### src/rtl/adder_operand_sequencer.sv
`default_nettype none
// ============================================================================
// Module      : adder_operand_sequencer
// Description : Feeds a wide operand pair byte-serially (LSB first) through an
//               external 8-bit combinational adder and collects the full sum.
// Revision    : 1.0 - initial release
// ============================================================================
module adder_operand_sequencer #(
    parameter int NWORDS = 4
) (
    input  logic                  clk,
    input  logic                  rst,
    input  logic                  start,
    input  logic [8*NWORDS-1:0]   a_in,
    input  logic [8*NWORDS-1:0]   b_in,
    input  logic                  cin_in,
    output logic                  busy,
    output logic                  done,
    output logic [8*NWORDS-1:0]   sum_out,
    output logic                  cout_out,
    output logic [7:0]            add_a,
    output logic [7:0]            add_b,
    output logic                  add_cin,
    input  logic [7:0]            add_s,
    input  logic                  add_cout
);

    localparam int W    = 8 * NWORDS;
    localparam int IDXW = (NWORDS > 1) ? $clog2(NWORDS) : 1;

    localparam logic [1:0]      c_IDLE     = 2'd0;
    localparam logic [1:0]      c_ADD      = 2'd1;
    localparam logic [1:0]      c_DONE     = 2'd2;
    localparam logic [IDXW-1:0] c_LAST_IDX = IDXW'(NWORDS - 1);

    logic [1:0]      r_state, w_state_nxt;
    logic [IDXW-1:0] r_idx,   w_idx_nxt;
    logic [W-1:0]    r_a,     w_a_nxt;
    logic [W-1:0]    r_b,     w_b_nxt;
    logic [W-1:0]    r_work,  w_work_nxt;
    logic [W-1:0]    r_sum,   w_sum_nxt;
    logic            r_cin,   w_cin_nxt;
    logic            r_carry, w_carry_nxt;
    logic            r_cout,  w_cout_nxt;

    logic [7:0]      w_byte_a;
    logic [7:0]      w_byte_b;
    logic [W-1:0]    w_work_upd;

    // Byte selection by index; everything here comes from registers so the
    // round trip through the external adder fits in one cycle.
    always_comb begin
        w_byte_a   = '0;
        w_byte_b   = '0;
        w_work_upd = r_work;
        for (int i = 0; i < NWORDS; i++) begin
            if (r_idx == IDXW'(i)) begin
                w_byte_a              = r_a[8*i +: 8];
                w_byte_b              = r_b[8*i +: 8];
                w_work_upd[8*i +: 8]  = add_s;
            end
        end
    end

    always_comb begin
        busy     = (r_state == c_ADD);
        done     = (r_state == c_DONE);
        sum_out  = r_sum;
        cout_out = r_cout;
        add_a    = busy ? w_byte_a : 8'd0;
        add_b    = busy ? w_byte_b : 8'd0;
        add_cin  = busy ? ((r_idx == '0) ? r_cin : r_carry) : 1'b0;
    end

    always_comb begin
        w_state_nxt = r_state;
        w_idx_nxt   = r_idx;
        w_a_nxt     = r_a;
        w_b_nxt     = r_b;
        w_cin_nxt   = r_cin;
        w_work_nxt  = r_work;
        w_carry_nxt = r_carry;
        w_sum_nxt   = r_sum;
        w_cout_nxt  = r_cout;
        case (r_state)
            c_IDLE, c_DONE: begin
                // DONE accepts start exactly like IDLE for back-to-back use
                if (start) begin
                    w_a_nxt     = a_in;
                    w_b_nxt     = b_in;
                    w_cin_nxt   = cin_in;
                    w_idx_nxt   = '0;
                    w_state_nxt = c_ADD;
                end else begin
                    w_state_nxt = c_IDLE;
                end
            end
            c_ADD: begin
                w_work_nxt  = w_work_upd;
                w_carry_nxt = add_cout;
                if (r_idx == c_LAST_IDX) begin
                    w_sum_nxt   = w_work_upd;
                    w_cout_nxt  = add_cout;
                    w_state_nxt = c_DONE;
                end else begin
                    w_idx_nxt   = r_idx + IDXW'(1);
                end
            end
            default: begin
                w_state_nxt = c_IDLE;
                w_idx_nxt   = '0;
            end
        endcase
    end

    always_ff @(posedge clk) begin
        if (rst) begin
            r_state <= c_IDLE;
            r_idx   <= '0;
            r_a     <= '0;
            r_b     <= '0;
            r_cin   <= 1'b0;
            r_work  <= '0;
            r_carry <= 1'b0;
            r_sum   <= '0;
            r_cout  <= 1'b0;
        end else begin
            r_state <= w_state_nxt;
            r_idx   <= w_idx_nxt;
            r_a     <= w_a_nxt;
            r_b     <= w_b_nxt;
            r_cin   <= w_cin_nxt;
            r_work  <= w_work_nxt;
            r_carry <= w_carry_nxt;
            r_sum   <= w_sum_nxt;
            r_cout  <= w_cout_nxt;
        end
    end

endmodule
`default_nettype wire

### config.mk
export PLATFORM = sky130hd
export DESIGN_NAME = adder_operand_sequencer
export DESIGN_NICKNAME = d
export VERILOG_FILES = /design/src/rtl/adder_operand_sequencer.sv
export SDC_FILE = /design/constraint.sdc
export NUM_CORES = 1
export LEC_CHECK = 0
export ABC_AREA = 1
export BUFFER_PORTS_ARGS = -buffer_cell sky130_fd_sc_hd__buf_2
export CAP_MARGIN = 5
export CORE_ASPECT_RATIO = 1.25
export CORE_MARGIN = 1
export CORE_UTILIZATION = 48
export CTS_CLUSTER_SIZE = 14
export DETAILED_ROUTE_END_ITERATION = 7
export HOLD_SLACK_MARGIN = 0.05
export PLACE_DENSITY = 0.76
export SYNTH_ARGS = -nofsm -noshare
export SYNTH_HDL_FRONTEND = slang
export SYNTH_SLANG_ARGS = --single-unit
### constraint.sdc
create_clock -name clk -period 1.6 [get_ports clk]
set_clock_uncertainty 0.05 [all_clocks]
set_input_delay 0.32 -clock clk [delete_from_list [all_inputs] [get_ports clk]]
set_output_delay 0.32 -clock clk [all_outputs]
set_load 0.01 [all_outputs]
; ---- Yosys cells after proc, flatten, opt, wreduce, memory -nomap -nowiden
; Cells that the tools add are included.
[word_totals]
regBits = 135
latchBits = 0
ramBits = 0
rom_bits = 0
in_bits = 77
out_inout_bits = 52
memories = 0
[op_classes]
add_sub_neg = 1
n_mul = 0
div = 0
n_lt_le_gt_ge = 0
eq_ne = 8
n_shift = 0
muxes = 22
bitwise = 0
n_reduce_logical = 6
[ops]
columns = op, count
row1 = 8-bit 2-to-1 mux, 14
row2 = 2-bit case mux with 2 select lines, 2
row3 = 2-bit equality test (second input constant), 3
row4 = 2-bit 2-to-1 mux, 3
row5 = 2-bit AND reduction, 3
row6 = 2-bit by 1-bit equality test with 1-bit output (second input constant), 2
row7 = 2-bit zero test, 2
row8 = 2-bit != test (second input constant), 2
row9 = 1-bit 2-to-1 mux, 3
row10 = 2-bit by 1-bit adder with 2-bit output (second input constant), 1
row11 = 2-bit by 1-bit != test with 1-bit output (second input constant), 1
row12 = 2-bit OR reduction, 1

; ---- Longest topological paths before layout
[logic_depth]
depth_word = 6
depth_mapped = 9
depth_no_buf = 7

; ---- Worst setup path after synthesis
; OpenSTA, ideal clock, no wires.
[synth_timing]
path_kind = register -> output
startpoint = reg r_idx[0]
endpoint = out add_a[4]
t_arrival_ps = 1319
required_ps = 1230
slack_ps = -89
path_stages_with_launch = 10
path_cell_list = dfxtp_1 -> inv_1 -> ha_1 -> buf_2 -> inv_1 -> buf_2 -> nor2_1 -> nor2_1 -> nand2_1 -> nand2_1
[synth_via]
elab_chain_cells = 6
word_cells_on_any_way = 9
[synth_lines]
columns = element, line_no
row1 = start: declaration, 37  ; logic [IDXW-1:0] r_idx, w_idx_nxt;
row2 = start signal: assignment, 129  ; r_idx <= w_idx_nxt;
row3 = 2-bit zero test, 57  ; if (r_idx == IDXW'(i)) begin
row4 = 8-bit 2-to-1 mux (3 in series), 57
row5 = 8-bit 2-to-1 mux *, 57
row6 = 8-bit 2-to-1 mux *, 70  ; add_a = busy ? w_byte_a : 8'd0;
row7 = end: declaration, 21  ; output logic [7:0] add_a,
; Every way passes the cells marked *; elsewhere a longest branch is shown, timed or not.

; ---- Worst setup path in the final report
[layout_timing]
startpoint = reg r_idx[0]
endpoint = out add_a[0]
; Same word-level chain as after synthesis.

==> out/qor.yml <==
floorplanning:
  io_pins: 129
  initial_core_util: 0.498
  coreArea_sq_um: 10700
  dieArea_sq_um: 11500
  die-height_um: 120
  die_width_um: 96.1
  row_count: 42
detailed_routing:
  wire_per_inst_um: 14.2
  drtIter0Drc: 315
  routed-via-count: 5530
  viasPerCell: 5.19
  drcViolationCount: 0
  antenna_left: 0
  wirelength_um: 15100
  first_pass_iters: 5
grt:
  grt_overflow_total: 0
  grt_antenna_before_repair: 0
  track_usage: 0.272
  grt_pass1_vias: 5165
  grt_max_degree: 87
  grt_pass1_wl_um: 24000
synthesis:
  synth_flop_cell: "dfxtp_1"
  synth_cells: 786
  synthArstFlopShare: 0
  ys_seq_area_frac: 0.479
  avgSynthCellArea_sq_um: 6.76
  yosysTopAreaCellShare: 0.479
  synth_top_area_cell: "dfxtp_1"
  syn_nets: 867
  synth_area_leaders: "dfxtp_1, nor2_1, nand2_1"
  synthTopCellsByCount: "nor2_1, nand2_1, dfxtp_1"
  synth_edf_count: 0
  ys_warn_count: 0
  synth_most_common_cell: "nor2_1"
  ys_ff_latch: 127
  syn-cell-area_sq_um: 5310
  synth.distinct_cells: 18
layout:
  ff_latch_area_sq_um: 2550
  fin_util: 0.674
  multi_input_area_sq_um: 2660
  finalInstanceArea_sq_um: 7190
  area_delta_synth_final_pct: 35.4
  final_layout_size_suffix_gt1_frac: 0.270
  antenna_cells: 0
  nets: 1001
  n_fill_cell: 930
setup_path:
  cp.arrival_ns: 1.78
  crit_required_ns: 1.23
  critical_path.startpoint: "r_idx[0]$_SDFFE_PP0P_"
  cp-end-kind: "output port"
  r2r_start: "r_idx[0]$_SDFFE_PP0P_"
  cp_max_fo: 4
  path_class: "reg2out"
  cp-start-kind: "flip-flop"
timing:
  fmax_mhz: 466
  whs_ns: 0.0691
  setup_viol: 17
  finalHoldViolCount: 0
  tightest_slew_ns: 0.422
  finalSetupTns_ns: -8.22
  fin_crit_sh: 1.34
  fin_crit_ns: 2.15
  report.final.slew_viol_count: 0
  layout_setup_ws_ns: -0.548
  rsz0062_at_grt: "yes"
  relSlewSlack: 0.718
clocking:
  clkTransAtPathRegs_ns: 0.06
  cts_num_sinks: 127
  cts_hold_buf: 0
  clock_latency_ns: 0.42
  cts_buffer_depth: 2
  clockRootBuffer: "clkbuf_16"
  cts_tree: "built"
  numCtsBuffers: 17
  htreeDepth: 4
power:
  p_per_area_nw_per_um2: 1170
  power.leakage_nw: 3.67
  irDropWorstVdd_v: 0.000998
placed_design:
  hpwl_um: 8990
  routabilityCongestion: 0.824
  port_buffers: 128
  placed_area_sq_um: 6160
status:
  status: "finished with violations"
  violations: "setup timing"
worst_hold_path:
  worstHoldStart: "a_in[30]"
  hold_class: "in2reg"
job:
  cap_violations: 0
-- metal layers --
layer  share of wire  GRT usage  vias up
met4           0.028      0.148        0
met5               0          0        -
met3           0.074     0.0615       39
met2            0.49      0.438      239
met1            0.41      0.330     2497
li1                -          -     2755
-- worst max-delay path: stages (launching register included) --
cell and delay [ns]:
dfxtp_2 0.36, buf_6 0.12, inv_6 0.04, ha_4 0.18, inv_8 0.09, clkbuf_16 0.15
nor2_1 0.04, nor2_1 0.11, nand2_1 0.09, nand2_1 0.07, buf_2 0.12
-- through the flow --
stage | power (mW) | instances | setup slack [ns]
after floorplan | 4.11 | 786 | -0.00755
after global placement | 4.45 | 1019 | -0.113
after detailed placement | 4.47 | 1019 | -0.120
after CTS | 8.42 | 1061 | -0.466
after global routing | 8.74 | 1065 | -0.632
final | 8.43 | 1065 | -0.548
-- sequential cells by signal (all words and copies together), names as in the netlist --
name / cells
r_idx: 2
cout_out: 1
r_state: 2
r_cin: 1
r_work: 24
r_b: 32
r_a: 32
r_carry: 1
sum_out: 32
-- cell usage in the layout, fill, tap and decap left out, drive strengths merged --
| cell | count |
|---|---|
| ha | 4 |
| nand2 | 210 |
| bufinv | 2 |
| clkbuf | 23 |
| bufbuf | 1 |
| o21ai | 91 |
| inv | 13 |
| clkinv | 4 |
| dfxtp | 127 |
| a21oi | 19 |
| buf | 166 |
| nor2 | 219 |
| nand3 | 50 |
| clkinvlp | 4 |
-- timing repair --
| action | 4_1_cts | 5_1_grt |
|---|---|---|
| endpoints found under the setup margin | 52 | 32 |
| gates cloned | 4 | 1 |
| pin swaps | 24 | 19 |
| gates resized for setup | 58 | 14 |
| buffers inserted | 6 | 4 |
-- final cells by class --
cell class / count / share of cell area
Tap cell: 132 / 0.0230
Multi-Input combinational cell: 593 / 0.369
Inverter: 13 / 0.00957
Sequential cell: 127 / 0.355
Timing Repair Buffer: 168 / 0.160
Clock inverter: 10 / 0.0153
Clock buffer: 22 / 0.0674
-- power breakdown --
part	internal, mW	switching (mW)
Combinational	0.455	0.642
Clock	2.44	1.40
Sequential	3.37	0.119
-- worst paths after layout --
check / depth (start not counted) / end / slack, ns
worst max register to register: 7 / cout_out$_SDFFE_PP0P_ / 0.05
worst max-delay path: 10 / add_a[0] / -0.55
worst min register to register: 2 / sum_out[13]$_SDFFE_PP0P_ / 0.41
worst min-delay path: 3 / r_a[30]$_SDFFE_PP0P_ / 0.07
-- cells by family (layout without fill, tap and decap cells) --
family	count (synthesis)	count (layout)	synth area share
DFF	127	127	0.479
and+or+nand+nor	478	479	0.353
AOI/OAI and AO/OA	110	110	0.104
buffers and inverters	67	213	0.0551
adders and majority gates	4	4	0.00943
(Power assumes the default switching activity.)
